`src/rtl/layer1_column_drain.sv`:
```
// Layer 1 column drain: sequences one K-term accumulate window on the MAC column,
// snapshots the lanes, then drains them lane 0 first over valid/ready. Optional macro: LAYER1_DRAIN_RELU_EN.
module layer1_column_drain #(
   parameter int LANES   = 10,
   parameter int W       = 16,
   parameter int K       = 9,
   parameter int MAC_LAT = 1
) (
   input  logic               clk,
   input  logic               reset,
   input  logic               start,
   input  logic [LANES*W-1:0] column,
   output logic               mac_clear,
   output logic               pix_req,
   output logic [W-1:0]       out_data,
   output logic               out_valid,
   input  logic               out_ready,
   output logic               out_last,
   output logic               busy,
   output logic [1:0]         dbg_state
);

   localparam int ACC_W  = $clog2(K + MAC_LAT + 1);
   localparam int LANE_W = (LANES > 1) ? $clog2(LANES) : 1;
   localparam logic [ACC_W-1:0]  K_C       = ACC_W'(K);
   localparam logic [ACC_W-1:0]  ACC_LAST  = ACC_W'(K + MAC_LAT - 1);
   localparam logic [LANE_W-1:0] LAST_LANE = LANE_W'(LANES - 1);

   typedef enum logic [1:0] {
      S_IDLE    = 2'd0,
      S_ACCUM   = 2'd1,
      S_CAPTURE = 2'd2,
      S_DRAIN   = 2'd3
   } state_t;

   // Handshake: a word transfers on any rising edge where out_valid && out_ready;
   // out_data/out_last are frozen while out_valid is high and out_ready is low.
   state_t              r_state, w_next_state;
   logic [ACC_W-1:0]    r_acc_cnt;
   logic [LANE_W-1:0]   r_lane_idx;
   logic                r_pending;
   logic [W-1:0]        r_shadow [LANES];
   logic [W-1:0]        r_out_data;
   logic                r_out_valid;
   logic                r_out_last;
   logic                w_mac_clear;
   logic                w_pix_req;
   logic                w_hs;
   logic                w_last_lane;
   logic                w_final_hs;
   logic [LANE_W-1:0]   w_lane_nxt;

   function automatic logic [W-1:0] f_lane(input logic [W-1:0] v);
`ifdef LAYER1_DRAIN_RELU_EN
      return v[W-1] ? '0 : v;
`else
      return v;
`endif
   endfunction

   assign w_hs        = r_out_valid && out_ready;
   assign w_last_lane = (r_lane_idx == LAST_LANE);
   assign w_final_hs  = (r_state == S_DRAIN) && w_hs && w_last_lane;
   assign w_lane_nxt  = r_lane_idx + LANE_W'(1);

   always_comb begin
      w_next_state = r_state;
      w_mac_clear  = 1'b1;
      w_pix_req    = 1'b0;
      case (r_state)
         S_IDLE: begin
            if (start) w_next_state = S_ACCUM;
         end
         S_ACCUM: begin
            w_mac_clear = 1'b0;
            w_pix_req   = (r_acc_cnt < K_C);
            if (r_acc_cnt == ACC_LAST) w_next_state = S_CAPTURE;
         end
         S_CAPTURE: begin
            w_next_state = S_DRAIN;
         end
         S_DRAIN: begin
            // A start arriving with the final handshake counts as pending.
            if (w_final_hs) w_next_state = (r_pending || start) ? S_ACCUM : S_IDLE;
         end
         default: w_next_state = S_IDLE;
      endcase
   end

   always_ff @(posedge clk) begin
      if (reset) begin
         r_state     <= S_IDLE;
         r_acc_cnt   <= '0;
         r_lane_idx  <= '0;
         r_pending   <= 1'b0;
         r_out_data  <= '0;
         r_out_valid <= 1'b0;
         r_out_last  <= 1'b0;
         for (int i = 0; i < LANES; i++) r_shadow[i] <= '0;
      end else begin
         r_state   <= w_next_state;
         r_acc_cnt <= (r_state == S_ACCUM) ? r_acc_cnt + ACC_W'(1) : '0;

         if (r_state == S_DRAIN) begin
            if (w_final_hs)   r_pending <= 1'b0;
            else if (start)   r_pending <= 1'b1;
         end else begin
            r_pending <= 1'b0;
         end

         if (r_state == S_CAPTURE) begin
            for (int i = 0; i < LANES; i++) r_shadow[i] <= f_lane(column[i*W +: W]);
            // Lane 0 goes straight to the output so the first word is valid next cycle.
            r_lane_idx  <= '0;
            r_out_valid <= 1'b1;
            r_out_data  <= f_lane(column[W-1:0]);
            r_out_last  <= (LAST_LANE == '0);
         end else if (r_state == S_DRAIN && w_hs) begin
            if (w_last_lane) begin
               r_lane_idx  <= '0;
               r_out_valid <= 1'b0;
               r_out_last  <= 1'b0;
            end else begin
               r_lane_idx  <= w_lane_nxt;
               r_out_data  <= r_shadow[w_lane_nxt];
               r_out_last  <= (w_lane_nxt == LAST_LANE);
            end
         end
      end
   end

   assign mac_clear = w_mac_clear;
   assign pix_req   = w_pix_req;
   assign out_data  = r_out_data;
   assign out_valid = r_out_valid;
   assign out_last  = r_out_last;
   assign busy      = (r_state != S_IDLE);
   assign dbg_state = r_state;

endmodule
```
`config.mk`:
```
export PLATFORM = sky130hd
export DESIGN_NAME = layer1_column_drain
export DESIGN_NICKNAME = d
export VERILOG_FILES = /design/src/rtl/layer1_column_drain.sv
export SDC_FILE = /design/constraint.sdc
export NUM_CORES = 1
export LEC_CHECK = 0
export CORE_ASPECT_RATIO = 1.25
export CORE_MARGIN = 3
export CORE_UTILIZATION = 25
export CTS_CLUSTER_DIAMETER = 200
export DETAILED_ROUTE_END_ITERATION = 12
export HOLD_SLACK_MARGIN = 0.03
export SETUP_SLACK_MARGIN = 0.4
export SYNTH_ARGS = -nofsm -noshare
export SYNTH_HDL_FRONTEND = slang
export SYNTH_SLANG_ARGS = --single-unit
```
`constraint.sdc`:
```
create_clock -name clk -period 8.6 [get_ports clk]
set_input_delay 1.72 -clock clk [delete_from_list [all_inputs] [get_ports clk]]
set_output_delay 1.72 -clock clk [all_outputs]
set_load 0.05 [all_outputs]
```
Word-level counts from Yosys, hierarchy flattened

Memory sizes are Yosys's and may differ from the RTL's.
Cells that the tools add are included.

Input bits: 164
Memory bits (writable): 160
Memories kept: 1
Bits in registers: 29

Memories:

| memory   | words | width | read ports | clocked after Yosys merged registers in | write ports | RTL line | source |
|---|---|---|---|---|---|---|---|
| r_shadow | 10    | 16    | 1          | 0                                       | 10          | 42       | `logic [W-1:0] r_shadow [LANES];` |

$lt $le $gt $ge: 1
Multiplexer cells: 30
Bitwise logic cells: 12
Add/sub/neg operators: 2
Reduce and logical (&&, ||, !) cells: 14
Eq/ne operators: 10

Operators with widths:

| cell                                                | number |
|---|---|
| two-way mux 16 bit                                  | 13 |
| equality test 4 bit, second input constant          | 3 |
| two-way mux 1 bit                                   | 12 |
| OR 1 bit                                            | 10 |
| adder 4 x 1 -> 4 bit, second input constant         | 2 |
| case mux 2 bit (4 select lines)                     | 1 |
| two-way mux 2 bit                                   | 3 |
| != test 2 bit, second input constant                | 3 |
| nonzero test 2 bit                                  | 3 |
| equality test 2 bit, second input constant          | 2 |
| < comparator 4 bit, second input constant           | 1 |
| two-way mux 4 bit                                   | 1 |
| AND reduction 2 bit                                 | 2 |
| OR reduction 2 bit                                  | 2 |
| logical AND 1 bit                                   | 3 |
| AND reduction 3 bit                                 | 1 |
| OR reduction 3 bit                                  | 1 |
| equality test 2 x 1 -> 1 bit, second input constant | 1 |
| zero test 2 bit                                     | 1 |
| != test 2 x 1 -> 1 bit, second input constant       | 1 |
| inverter 1 bit                                      | 2 |
| logical OR 1 bit                                    | 1 |

Depth between registers and ports, before layout

Depth in word-level cells: 5
Mapped depth: 11

Least setup slack after synthesis

No wires, ideal clock.

Path type: input to register
Start point: input reset
End point: memory r_shadow[0][0] (enable)
Setup time: 0.515 ns
Data required time: 8.085 ns
Data arrival time: 5.140 ns
Slack: 2.946 ns
Stages: 3
Buffers on the path: 1
Path through: nor2_1 clkbuf_1 inv_1

RTL lines:

| what               | RTL line | source |
|---|---|---|
| start: declaration | 10       | `input logic reset,` |
| end: declaration   | 42       |  |

==> Implementation_results.wiki <==
{| class="wikitable"
! Metric !! Value
|-
| Run status || complete, no violations
|-
| Wire length of the first global-routing pass || 33900 um
|-
| Endpoint required time on the critical path || approximately 8.6 ns
|-
| Area share of the largest cell type after synthesis || 54.9%
|-
| Ant diodes || 0
|-
| Antenna violations before repair || 0
|-
| Synthesized instance count || 656
|-
| Post-detailed-route wirelength per cell || 17.1 um
|-
| Tightest Hold Check Type || reg2reg
|-
| Fin. max-slew vios || 0
|-
| Core area || around 34000 um2
|-
| Total gr overflow || 0
|-
| Share of flip-flops with an asynchronous set or reset || 0%
|-
| Peak supply drop || 123 uV
|-
| Number of instances resized during post-cts repair || 0
|-
| Sum of net half-perimeters after detailed placement || approximately 16000 um
|-
| Via/cell ratio || 4.39
|-
| Synthesized flop and latch total || around 190
|-
| Post-synth design cell area || 8750 um2
|-
| Final hold vios || 0
|-
| Via total after detailed routing || 5676
|-
| Critical path endpoint category || register
|-
| Critical register-to-register path startpoint || dbg_state[0]
|-
| Measured slew at the worst slew-check pin || 1.15 ns
|-
| Switching power of the nets || 793 uW
|-
| Hold worst-path end || r_acc_cnt[0]
|-
| Sequential Power Share || slightly below 50%
|-
| Flop2flop setup slack || 5.16 ns
|-
| Post-synthesis share of cell area spent on full adders, half adders and majority gates || around 1.6%
|-
| Final design utilization || 34.1%
|-
| Maximum root-to-sink buffer count || 2
|-
| Placed cell count || 1262
|-
| Clock latency reported for the late side of the worst-skew pair || 0.42 ns
|-
| Buffers on Ports || 186
|-
| Total power after layout || approximately 2700 uW
|-
| CP Cell Sequence || clkdlybuf4s50_1 -> nor2_2 -> inv_6 -> buf_4
|-
| Achievable frequency || 218 MHz
|-
| Power density normalized to cell area || between 200 and 250 nW/um2
|-
| Multiplexer area fraction after synthesis || 8.47%
|-
| Number of placement rows || 75
|-
| Largest family of logic cells by synthesized area || simple AND/OR/NAND/NOR gates
|-
| Type of the worst setup path || in2reg
|-
| Reg2reg end || r_shadow[4][4]
|-
| H-tree depth reported by CTS || 4
|-
| Simple logic cell fraction of the synthesized area || between 10% and 20%
|-
| Max incr delay on CP || 0.92 ns
|-
| Count of nets after finishing || 994
|-
| Hold path start || r_acc_cnt[0]
|-
| Relative contribution of the clock network to total power || 28.0%
|-
| Vias in the first global route || roughly 5900
|-
| Yosys warning total || 0
|-
| Setup_tns || 0 ns
|-
| Antenna-violating nets left || 0
|-
| CP max FO || 84
|-
| Chip Height || between 200 and 250 um
|-
| Number of iterations in the first detailed-routing pass || 4
|-
| Post-CTS Setup Repair Bufs || 0
|-
| DRC marker count from the first detailed-route iteration || 254
|-
| Final setup vio count || 0
|-
| Final Routed Wirelength || 22100 um
|-
| Switching power share of the total || 29.1%
|-
| Initial core utilization || 25.7%
|-
| Signed area change from the synthesized netlist to the final layout || 32.6%
|-
| Number of nets in the synthesized netlist || between 800 and 900
|-
| Clock Sink Count || ~190
|-
| # fillers || 3332
|-
| Maximum number of pins on one net before global-route repair || 112
|-
| Width of the die || ~170 um
|-
| Leading post-synthesis cells by instance count || and2_1 (161), edfxtp_1 (160), mux4_2 (32)
|-
| Total CTS buffers || 17
|-
| CTS tree || yes
|-
| Non-filler instance count after layout || between 1000 and 1500
|-
| Slew margin rel. || 23.5%
|-
| Count of maximum capacitance violations || 0
|-
| Min-Delay Path Depth || 1
|-
| Number of synthesized flops with an enable pin || 160
|-
| RSZ-0062 raised after global routing || no
|-
| Cell type with the highest aggregate area in the netlist || edfxtp_1
|-
| Main flop type after synthesis || edfxtp_1
|-
| Clock Root Buffer || clkbuf_16
|-
| Slowest library cell on the worst path || clkdlybuf4s50_1
|-
| Final min period || 4.59 ns
|-
| DRC viols || 0
|-
| Count leader, synth || and2_1
|-
| Number of distinct library cells after synthesis || 43
|-
| Xor and xnor area share after synthesis || 0.200%
|-
| Share of post-route cells with drive strength above 1 || 9.25%
|-
| Nature of the critical path startpoint || input port
|-
| Gr usage total || 11.9%
|-
| Compound-cell area share of the yosys netlist || about 9.2%
|-
| Clock slew at the register clock pins of the worst setup and hold paths || ~0.07 ns
|-
| Final-layout worst hold slack || ~0.49 ns
|-
| Number of top-level design ports || 187
|-
| Sequential share of the synthesized area || between 60% and 70%
|-
| Total Die Area || between 30000 and 40000 um2
|-
| Post-route clock period utilization || roughly 53%
|-
| Per-instance average area after synthesis || 13.3 um2
|-
| Final Skew || 0.0108 ns
|-
| Cts hold-fix bufs || 0
|-
| Depth of the worst register-to-register path || 5
|-
| Logic pwr share || 23.2%
|-
| Global placer's final weighted congestion || about 0.77
|-
| Power Internal || 1930 uW
|-
| Main area contributors after synthesis || edfxtp_1 (55%), and2_1 (12%), mux4_2 (8.2%), dfxtp_1 (6.6%), ha_1 (1.6%)
|-
| Endpoint arrival time on the critical path || 4.63 ns
|-
| Leakage power || 0.00403 uW
|}
critical path, delay by kind of cell:
kind,cells,cell delay (ns)
buffers and inverters,3,2.45
and+or+nand+nor,1,0.34
how the worst max path moves through the flow:
stage / start / end / slack (ns) / cells after the start
global route: reset / r_shadow[4][4] / 3.85 / 4
finish: reset / r_shadow[4][4] / 4.01 / 4
detailed placement: reset / r_shadow[5][3] / 3.58 / 4
floorplan: reset / r_shadow[0][0] / 2.95 / 3
CTS: reset / r_shadow[4][4] / 4.05 / 4
global placement: reset / r_shadow[6][4] / 3.63 / 4
cells by family (layout without fill, tap and decap cells):
family | count (synthesis) | count (layout)
and+or+nand+nor | 234 | 234
DFF | 189 | 189
AOI/OAI and AO/OA | 122 | 122
buffers and inverters | 64 | 240
muxes | 34 | 34
adders and majority gates | 11 | 11
xor gates and xnor gates | 2 | 2
layout make-up:
class / instances / area [um2] / share of cell area (%)
Sequential cell: 189 / 5390 / 46.5
Multi-Input combinational cell: 403 / 3100 / 26.8
Timing Repair Buffer: 189 / 1880 / 16.2
Tap cell: 462 / 578 / 4.98
Clock buffer: 20 / 457 / 3.94
Clock inverter: 12 / 113 / 0.971
Inverter: 19 / 76.3 / 0.658
cell usage in the layout, fill, tap and decap left out, types with 2 or more instances in the layout:
master / count
clkdlybuf4s50_1: 186
a211oi_1: 3
nand2b_1: 8
nor2_2: 2
and2_2: 2
buf_4: 3
mux4_2: 32
ha_1: 10
edfxtp_1: 160
or3b_1: 6
dfxtp_1: 28
clkbuf_16: 17
and2_1: 161
a21oi_1: 24
o21ai_1: 3
o22ai_1: 6
o211ai_1: 11
a31oi_1: 17
o221ai_1: 6
a41o_1: 6
nand3_1: 3
inv_1: 18
mux2i_1: 2
o21a_1: 11
a2bb2oi_1: 10
inv_6: 5
nor2_1: 12
clkinvlp_4: 4
clkbuf_8: 2
o21ai_0: 21
nand2_1: 31
sequential cells by signal, indices dropped and copies added (netlist names):
signal / flops
dbg_state: 2
out_data: 16
out_last: 1
out_valid: 1
r_acc_cnt: 4
r_lane_idx: 4
r_pending: 1
r_shadow: 160
power by group through the flow:
| stage | logic (uW) | clock network [uW] | registers [uW] |
|---|---|---|---|
| after floorplan | 312 | 0 | 1440 |
| after global placement | 639 | 0 | 1340 |
| after detailed placement | 646 | 0 | 1350 |
| after CTS | 647 | 786 | 1330 |
| after global routing | 688 | 823 | 1350 |
| final | 633 | 764 | 1330 |
metal layers:
metal / vias up / track usage (%) / part of all wire, %
li1: 2738 / - / -
met4: 0 / 3.70 / 1.6
met3: 14 / 2.26 / 3.9
met5: - / 0 / 0
met2: 142 / 20.0 / 50
met1: 2782 / 15.5 / 44
stage by stage:
stage | setup slack (ns) | cell area (um2)
2_1_floorplan | 2.95 | 8750
3_3_place_gp | 3.63 | 11000
3_5_place_dp | 3.58 | 11000
4_1_cts | 4.05 | 11600
5_1_grt | 3.85 | 11600
6_report | 4.01 | 11600
No activity file was read; power rests on OpenSTA's default activity.
